==> src/rtl/alu_req_arbiter.sv <==
// Round-robin arbiter sharing one external combinational 16-bit ALU between NUM_REQ requesters.
// Optional divide-by-zero flagging when ALU_ARB_DIVZERO_CHK_EN is defined.
module alu_req_arbiter #(
  parameter int unsigned NUM_REQ = 4,
  parameter int unsigned ID_W    = $clog2(NUM_REQ)
) (
  input  logic                   clk,
  input  logic                   rst_n,
  input  logic [NUM_REQ-1:0]     req_valid,
  output logic [NUM_REQ-1:0]     req_ready,
  input  logic [16*NUM_REQ-1:0]  req_a,
  input  logic [16*NUM_REQ-1:0]  req_b,
  input  logic [4*NUM_REQ-1:0]   req_sel,
  output logic [15:0]            ALU_A,
  output logic [15:0]            ALU_B,
  output logic [3:0]             ALU_Sel,
  input  logic [15:0]            ALU_Out,
  input  logic                   CarryOut,
  output logic                   rsp_valid,
  input  logic                   rsp_ready,
  output logic [ID_W-1:0]        rsp_id,
  output logic [15:0]            rsp_data,
  output logic                   rsp_carry,
  output logic                   rsp_err,
  output logic                   busy
);

  localparam int unsigned DW = 16;
  localparam int unsigned SW = 4;

  typedef struct packed {
    logic [SW-1:0] sel;
    logic [DW-1:0] a;
    logic [DW-1:0] b;
  } op_t;

  typedef enum logic [1:0] {IDLE, EXEC, RESP} state_t;

  state_t            state, state_nxt;
  op_t               op_q;
  op_t               req_op [NUM_REQ];
  logic [ID_W-1:0]   last_grant, grant;
  logic              any_valid;
  int unsigned       rr_idx;
  logic [NUM_REQ-1:0] ready_raw;
  logic [DW-1:0]     cap_data;
  logic              cap_err;

  for (genvar i = 0; i < NUM_REQ; i++) begin : g_unpack
    assign req_op[i].sel = req_sel[SW*i +: SW];
    assign req_op[i].a   = req_a[DW*i +: DW];
    assign req_op[i].b   = req_b[DW*i +: DW];
  end

  // Round-robin search starting one past the previous winner.
  always_comb begin
    grant     = last_grant;
    any_valid = 1'b0;
    rr_idx    = 0;
    for (int unsigned i = 1; i <= NUM_REQ; i++) begin
      rr_idx = (32'(last_grant) + i) % NUM_REQ;
      if (!any_valid && req_valid[ID_W'(rr_idx)]) begin
        any_valid = 1'b1;
        grant     = ID_W'(rr_idx);
      end
    end
  end

  always_ff @(posedge clk or negedge rst_n) begin
    if (!rst_n) state <= IDLE;
    else        state <= state_nxt;
  end

  always_comb begin
    state_nxt = state;
    ready_raw = '0;
    case (state)
      IDLE: if (any_valid) begin
        ready_raw[grant] = 1'b1;
        state_nxt        = EXEC;
      end
      EXEC: state_nxt = RESP;
      RESP: if (rsp_ready) state_nxt = IDLE;
      default: state_nxt = IDLE;
    endcase
  end

  // Held in reset, no requester may believe it was accepted.
  assign req_ready = ready_raw & {NUM_REQ{rst_n}};

  always_comb begin
`ifdef ALU_ARB_DIVZERO_CHK_EN
    cap_err  = (op_q.sel == 4'b0011) && (op_q.b == '0);
    cap_data = cap_err ? 16'hFFFF : ALU_Out;
`else
    cap_err  = 1'b0;
    cap_data = ALU_Out;
`endif
  end

  always_ff @(posedge clk or negedge rst_n) begin
    if (!rst_n) begin
      op_q       <= '0;
      last_grant <= ID_W'(NUM_REQ - 1);
      rsp_id     <= '0;
      rsp_data   <= '0;
      rsp_carry  <= 1'b0;
      rsp_err    <= 1'b0;
      rsp_valid  <= 1'b0;
      busy       <= 1'b0;
    end else begin
      rsp_valid <= (state_nxt == RESP);
      busy      <= (state_nxt != IDLE);
      if (state == IDLE && any_valid) begin
        op_q       <= req_op[grant];
        rsp_id     <= grant;
        last_grant <= grant;
      end
      if (state == EXEC) begin
        rsp_data  <= cap_data;
        rsp_carry <= CarryOut;
        rsp_err   <= cap_err;
      end
    end
  end

  assign ALU_A   = op_q.a;
  assign ALU_B   = op_q.b;
  assign ALU_Sel = op_q.sel;

endmodule

==> config.mk <==
export PLATFORM = sky130hd
export DESIGN_NAME = alu_req_arbiter
export DESIGN_NICKNAME = d
export VERILOG_FILES = /design/src/rtl/alu_req_arbiter.sv
export SDC_FILE = /design/constraint.sdc
export NUM_CORES = 1
export LEC_CHECK = 0
export CAP_MARGIN = 20
export CORE_MARGIN = 2
export CORE_UTILIZATION = 45
export CTS_CLUSTER_DIAMETER = 150
export CTS_CLUSTER_SIZE = 14
export DETAILED_ROUTE_END_ITERATION = 7
export DONT_BUFFER_PORTS = 1
export PLACE_DENSITY = 0.74
export RECOVER_POWER = 25
export SYNTH_ARGS = -nofsm -noshare
export SYNTH_HDL_FRONTEND = slang
export SYNTH_SLANG_ARGS = --single-unit
==> constraint.sdc <==
create_clock -name clk -period 2.05 [get_ports clk]
set_input_delay 0.3075 -clock clk [delete_from_list [all_inputs] [get_ports clk]]
set_output_delay 0.3075 -clock clk [all_outputs]
set_load 0.02 [all_outputs]
After elaboration in Yosys (flattened, before gate mapping)
Index checks and enable logic that the tools add are counted.
Word-level totals
  bits in registers: 61
  word-level logic and storage cells: 62
  input bits: 168
Operators by class
  $lt $le $gt $ge: 7
  eq/ne operators: 3
  add/subtract/negate cells: 4
  reductions and logical operators: 10
  multiplexer cells: 26
  bitwise operators: 2
Operator list (count)
  $bmux W36 S2: 1
  $mux W36: 2
  $lt A2 B3 Y1 const B: 5
  $mux W2: 6
  $mux W1: 9
  $bmux W1 S2: 4
  $mux W4: 2
  $pmux W2 S3: 1
  $logic_and A1 B1 Y1: 5
  $add A2 B1 Y2 const B: 2
  $add A2 B2 Y2 const B: 2
  $and A4 B4 Y4: 1
  $eq A2 B2 Y1 const B: 2
  $ge A3 B3 Y1 const B: 1
  $logic_not A1 Y1: 3
  $not A2 Y3: 1
  $demux W1 S2: 1
  $eq A2 B1 Y1 const B: 1
  $ge A2 B1 Y1 const B: 1
  $logic_not A2 Y1: 1
  $reduce_bool A2 Y1: 1

Logic depth before layout (Yosys ltp)
Gate-level depths: netlist (run 1).
  depth in word-level cells: 20
  mapped depth: 8
  depth with buffers taken out: 6

Least setup slack after synthesis (run 1)
Ideal clock, no wire load.
  path type: register to register
  start point: reg last_grant[0]
  end point: reg op_q, in the netlist ALU_B[0]
  setup time: 126 ps
  arrival: 2000 ps
  setup slack: -76 ps
  path buffers: 2
  cell stages (with the launch flop): 8
  cells stage by stage: dfstp_2 nor2b_2 o21a_1 buf_2 nor3_4 buf_6 mux2_2 a221o_1
On the way
  word-level cells in the longest chain between the ends: 17
  elaborated cells between the ends (all ways): 31
  classes of those cells: add/sub (4); mux (19); bitwise (1); reduce/logical (7)
RTL lines
  start: declaration: line 42  | logic [ID_W-1:0] last_grant, grant;
  start signal: assignment: line 104  | last_grant <= ID_W'(NUM_REQ - 1);
  start signal: assignment: line 117  | last_grant <= grant;
  $add A2 B1 Y2: line 61  | rr_idx = (32'(last_grant) + i) % NUM_REQ;
  $bmux W1 S2: line 62  | if (!any_valid && req_valid[ID_W'(rr_idx)]) begin
  $mux W1 (implied by the code): line 62
  $mux W1: line 62
  $logic_not A1 Y1: line 62
  $logic_and A1 B1 Y1: line 62
  $mux W1: line 62
  $logic_not A1 Y1: line 62
  $logic_and A1 B1 Y1: line 62
  $mux W1: line 62
  $logic_not A1 Y1: line 62
  $logic_and A1 B1 Y1: line 62
  $mux W2: line 62
  $not A2 Y3 (implied by the code): line 115  | op_q <= req_op[grant];
  $bmux W36 S2: line 115
  $mux W36 (implied by the code) (2 in a row): line 115
  end signal: assignment: line 115
  end: declaration: line 40  | op_t op_q;
Several ways; a longest one is shown, not always the timed one. The select of a mux whose other input is x is not followed.
A chain may end at the register's enable or synchronous reset.

Worst setup path in the final report (run 1)
  start point: reg last_grant[0]
  end point: out req_ready[1]
On the way
  word-level cells in the longest chain between the ends: 20
  elaborated cells between the ends (all ways): 34
  classes of those cells: add/sub (4); order compare (2); mux (20); bitwise (1); reduce/logical (7)
RTL lines
  $add A2 B1 Y2: line 61
  $bmux W1 S2: line 62
  $mux W1 (implied by the code): line 62
  $mux W1: line 62
  $logic_not A1 Y1: line 62
  $logic_and A1 B1 Y1: line 62
  $mux W1: line 62
  $logic_not A1 Y1: line 62
  [4 not listed]
  $mux W2: line 62
  $lt A2 B3 Y1 (implied by the code) / $ge A2 B1 Y1 (equally long branches): line 79  | ready_raw[grant] = 1'b1;
  $logic_and A1 B1 Y1 (implied by the code): line 79
  $mux W1 (implied by the code): line 79
  $demux W1 S2: line 79
  $mux W4 (*): line 78  | IDLE: if (any_valid) begin
  $mux W4 (*): line 77  | case (state)
  $and A4 B4 Y4 (*): line 89  | assign req_ready = ready_raw & {NUM_REQ{rst_n}};
  end: declaration: line 10  | output logic [NUM_REQ-1:0] req_ready,
Mark *: on every way between the ends. The rest lies on a longest branch, timed or not. The select of a mux whose other input is x is not followed.

==> results of run 1 <==
[metal layers]
layer  track usage  routed length (um)
met3        0.0637                1090
met2         0.436                5880
met1         0.325                4510
met4        0.0674                 179
met5             0                   0
[area by class of cell]
class | instances | area [um^2] | share of cell area
flip-flops and latches | 61 | 1530 | 0.349
clock buffers | 12 | 135 | 0.0309
clock inverters | 4 | 25.0 | 0.00572
multi-input cells | 239 | 2070 | 0.473
repair buffers | 45 | 484 | 0.111
well taps | 102 | 128 | 0.0292
inverters | 2 | 7.51 | 0.00172
[per-stage QoR]
stage / cell area (um^2) / total power [mW] / utilization / cells
after floorplan: 3710 / 5.56 / - / 341
after global placement: 3910 / 6.33 / 0.506 / 432
after detailed placement: 3910 / 6.49 / 0.506 / 432
after CTS: 4270 / 7.79 / 0.552 / 457
after global routing: 4380 / 8.52 / 0.566 / 465
final: 4380 / 8.03 / 0.566 / 465
[cells in the mapped netlist (2+ instances only)]
library cell / count
dfrtp_1: 59
mux2_2: 47
a21oi_1: 38
a221o_1: 36
nand4_1: 36
o31ai_1: 36
clkbuf_1: 28
nor2_1: 10
nand2_1: 7
buf_2: 6
mux2_1: 6
buf_6: 4
nand3_1: 3
o21a_1: 3
dfstp_2: 2
nor2b_1: 2
nor2b_2: 2
o21ai_0: 2
o21ai_1: 2
[repair_timing]
action	CTS	global route
hold buffers	2	0
setup endpoints to repair	40	40
pin swaps	5	7
setup buffers	5	6
endpoints found under the hold margin	61	0
gates resized for setup	19	13
cloned	2	3
[state kept, by name (all words and copies together), names as in the netlist]
register    count
ALU_A          16
ALU_B          16
ALU_Sel         4
busy            1
last_grant      2
rsp_carry       1
rsp_data       16
rsp_id          2
rsp_valid       1
state           2
[kinds of logic after synthesis]
family | Yosys count | synth area share
other | 1 | 0.00105
multiplexers | 53 | 0.166
AND/OR/NAND/NOR | 66 | 0.106
buffers and inverters | 41 | 0.0544
flip-flops | 61 | 0.426
AO/OA/AOI/OAI | 119 | 0.246
[report_power, final]
| group | switching, mW | leakage (nW) | total [mW] | internal (mW) |
|---|---|---|---|---|
| combinational | 2.01 | 1.10 | 4.18 | 2.18 |
| sequential | 1.12 | 0.737 | 2.96 | 1.84 |
| clock | 0.453 | 0.0764 | 0.888 | 0.435 |
| total | 3.58 | 1.91 | 8.03 | 4.45 |
[worst paths after layout]
check | end | slack (ps) | cells past startpoint
max in group asynchronous | ALU_B[13] | 270 | 2
min in group asynchronous | rsp_data[3] | 890 | 2
worst min register to register | rsp_valid | 550 | 2
worst max-delay path | req_ready[1] | -150 | 6
worst min-delay path | rsp_data[6] | 130 | 1
worst max register to register | ALU_B[2] | -110 | 7
==> metrics, run 1 <==
outcome=finished, violations left; failing checks=negative setup slack; FF-to-FF Start=last_grant[0]; Worst VDD drop=0.705 mV; Vias/cell=6.80; worst-margin pin slew=1490 ps; min Tclk post-route=approximately 2200 ps; Slew HR=0.00485; pwr/cell area=between 1500 and 2000 nW/um^2; Avg WL per Cell=approximately 25 um; die extent in y=around 93 um; first-pass GRT wire length=17200 um; number of synthesized flops with an enable pin=0; FFs w/ async S/R, synth=1.00; antenna violations before repair=0; die area=8700 um^2; # DRC=0; max-cap check violation count=0; fill cell count=670; max incr delay on CP=roughly 560 ps; share of layout cells above drive strength 1=0.355; Final ANT Viol Nets=0; Synth top area share=0.412; Gate Count Post-Synth=between 300 and 400; WS Path Type=reg -> out; # H-tree levels=3; Synth Net Count=509; # rows=32; Fin. Hold Viols=0; antenna cell count=0; Setup TNS=-2450 ps; min-delay src=ALU_Out[6]; critical path launch point type=flop; CTS tree=built; critical-path maximum fanout=3; Buffers & Inverters on Critical Path=1; fmax=around 450 MHz; RSZ-0062 raised after global routing=true; Hold WC Path Type=in -> reg; Crit. Startpoint=last_grant[0]; Post-DP HPWL=~7500 um; IO buf count=0; post-place setup slack=-80.7 ps; RePlAce Congestion=between 0.8 and 0.9; mean area per synthesized cell=about 11 um^2; static leakage=about 1.9 nW; warnings from Yosys=0; final worst path period share=1.07; Routed WL=between 10000 and 15000 um; DIE WIDTH=around 93 um; CTS root buffer=clkbuf_8; Area Growth Syn to Fin=22.0%; Yosys cell types=31; DRT Pass-1 Iters=4; CTS buffer count=9; starting DRC count in detailed routing=208; count of final max-slew check failures=0; endpoint class of the critical path=primary output; vias in the first global route=around 3.2k; sequential area share after synthesis=0.426; IO Pins=230; final setup fails=40; WP data required=1740 ps; vias=3162; GRT overflow=0; Sink Count=between 60 and 70; largest area contributor in the netlist=dfrtp_1; Post-Route Skew=slightly below 10 ps; largest net degree at the start of global routing=between 60 and 70; CTS Buffer Depth=2; main flop type after synthesis=dfrtp_1; slowest CP cell=dfstp_2; synthesized area=between 3000 and 4000 um^2; commonest cells after routing, fill and taps aside=dfrtp_1, a21oi_1; core area=slightly below 8000 um^2; Worst path top cell family by delay=simple AND/OR/NAND/NOR gates; commonest non-fill, non-tap cell in the layout=dfrtp_1; crit-path cells=nor2b_2 > or2_1 > o21a_1 > or2_4 > nor2_4 > buf_6; Final nets=526; latest clock arrival within the worst-skew pair=about 330 ps; Initial Util=0.464; Worst EP arrival=around 1900 ps; Hold Worst Slack=around 130 ps; ranking of synthesized cells by area=dfrtp_1, mux2_2, a221o_1, o31ai_1, nand4_1; worst setup margin=-151 ps; CTS clk-pin slew, worst paths=about 70 ps; overall routing resource usage=0.256; Yosys reg bits=between 60 and 70
No activity file was read; power rests on OpenSTA's default activity.
==> run 2, diff against run 1 <==
GPL_ROUTABILITY_DRIVEN = 0   (was default)
==> results of run 2 <==
Same layout as run 1: the final DEF is identical, and so are final timing and power.
==> run 3, diff against run 2 <==
==> constraint.sdc (replaced) <==
create_clock -name clk -period 2.05 [get_ports clk]
set_input_delay 0.205 -clock clk [delete_from_list [all_inputs] [get_ports clk]]
set_output_delay 0.205 -clock clk [all_outputs]
set_load 0.02 [all_outputs]
==> metrics, run 3 (same netlist as run 1, synthesis figures left out) <==
outcome=finished, violations left; failing checks=max-capacitance violations, max-slew violations, negative setup slack; Final nets=around 530; slowest CP cell=dfstp_2; CTS root buffer=clkbuf_8; Vias/cell=about 6.9; largest net degree at the start of global routing=62; crit-path cells=nor2b_2 > o21a_2 > nor3_4 > buf_12 > buf_12 > buf_12 > buf_12 > mux2_4 > a221o_1; worst-margin pin slew=~1500 ps; count of final max-slew check failures=between 60 and 70; vias=roughly 3.2k; core area=around 7700 um^2; final worst path period share=1.08; starting DRC count in detailed routing=about 240; # H-tree levels=3; IO buf count=0; antenna cell count=0; die area=approximately 8700 um^2; max incr delay on CP=around 570 ps; Worst EP arrival=2430 ps; latest clock arrival within the worst-skew pair=340 ps; worst setup margin=-158 ps; # DRC=0; commonest cells after routing, fill and taps aside=dfrtp_1, a21oi_1; Slew HR=-0.00148; critical path launch point type=flop; CTS Buffer Depth=2; post-place setup slack=-89.0 ps; commonest non-fill, non-tap cell in the layout=dfrtp_1; fin area=around 4500 um^2; DIE WIDTH=~93 um; static leakage=1.96 nW; CTS clk-pin slew, worst paths=80 ps; WS Path Type=reg -> reg; endpoint class of the critical path=flop; Fin. Hold Viols=0; GRT overflow=0; Routed WL=11700 um; WP data required=2270 ps; CTS tree=built; # rows=32; final setup fails=39; placed instance area=a little under 4000 um^2; first-pass GRT wire length=17200 um; fmax=roughly 450 MHz; RSZ-0062 raised after global routing=true; critical-path maximum fanout=5; max-cap check violation count=1; Final ANT Viol Nets=0; share of layout cells above drive strength 1=0.364; vias in the first global route=between 3k and 4k; crit-path most repeated cell=buf_12; IO Pins=230; Finished Core Util=0.583; Setup TNS=-3510 ps; CTS buffer count=9; Initial Util=0.464; Worst path top cell family by delay=flip-flops; overall routing resource usage=0.257; Placed Cells=roughly 430; min Tclk post-route=2210 ps; pwr/cell area=1860 nW/um^2; Sink Count=61; Post-Layout Cell Count=467; Buffers & Inverters on Critical Path=4; DRT Pass-1 Iters=6; Avg WL per Cell=25.0 um; Area Growth Syn to Fin=25.5%; antenna violations before repair=0; Post-Route Skew=approximately 7.4 ps; Worst VDD drop=0.529 mV; die extent in y=roughly 93 um; Post-DP HPWL=between 7000 and 8000 um; Hold WC Path Type=in -> reg
==> run 3: cell count changes in the layout (fill, tap and decap cells not counted), sizes merged <==
cell and delta:
buf +1, bufinv +1, clkbuf -4, clkinv -2, clkinvlp +1, dlygate4sd3 +3
inv +2
==> run 3: worst reg2reg max path, delay by kind of cell, from the launching register on <==
family,cells,cell delay [ps]
DFF,1,570
AOI/OAI and AO/OA,2,510
buffers and inverters,4,470
muxes,1,300
and+or+nand+nor,2,250
==> run 3: final timing paths <==
kind                                from           end  slack, ps  cells past startpoint
min in group asynchronous          rst_n      ALU_B[3]        800                      2
setup reg to reg           last_grant[0]      ALU_B[0]       -160                      9
hold reg to reg                 state[1]      state[1]        560                      2
hold / removal               ALU_Out[13]  rsp_data[13]         20                      1
max in group asynchronous          rst_n      ALU_A[5]        350                      2
setup / recovery           last_grant[0]      ALU_B[0]       -160                      9
==> run 3: area by class of cell <==
class / count / area (um^2)
Tap cell: 102 / 128
Timing Repair Buffer: 47 / 551
Fill cell: 655 / 3220
Clock buffer: 10 / 138
Sequential cell: 61 / 1530
Clock inverter: 6 / 70.1
Inverter: 2 / 7.51
Multi-Input combinational cell: 239 / 2080
==> run 3: routing by layer <==
layer | part of all wire | up-vias | GRT usage
li1 | - | 1388 | -
met1 | 0.39 | 1576 | 0.329
met2 | 0.50 | 232 | 0.440
met3 | 0.092 | 17 | 0.0556
met4 | 0.014 | 0 | 0.0686
met5 | 0 | - | 0
==> run 3: per-stage QoR <==
| step | hold WS [ps] | power (mW) |
|---|---|---|
| final | 17.1 | 8.39 |
| after global routing | 1.25 | 8.86 |
| after CTS | 0.665 | 8.38 |
| after detailed placement | -89.3 | 6.50 |
| after global placement | -89.3 | 6.34 |
| after floorplan | -90.6 | 5.56 |
==> run 3: what timing repair did <==
| action | 4_1_cts | 5_1_grt |
|---|---|---|
| gates resized for setup | 26 | 10 |
| buffers inserted | 11 | 1 |
| pin swaps | 5 | 4 |
| setup endpoints to repair | 40 | 40 |
| hold buffers | 4 | 1 |
| gates cloned | 3 | 0 |
| hold endpoints to repair | 63 | 1 |
==> run 3: report_power, final <==
| part | switching, mW | internal [mW] | total [mW] |
|---|---|---|---|
| clock | 0.502 | 0.602 | 1.10 |
| combinational | 2.04 | 2.28 | 4.32 |
| sequential | 1.13 | 1.83 | 2.97 |
| total | 3.67 | 4.72 | 8.39 |
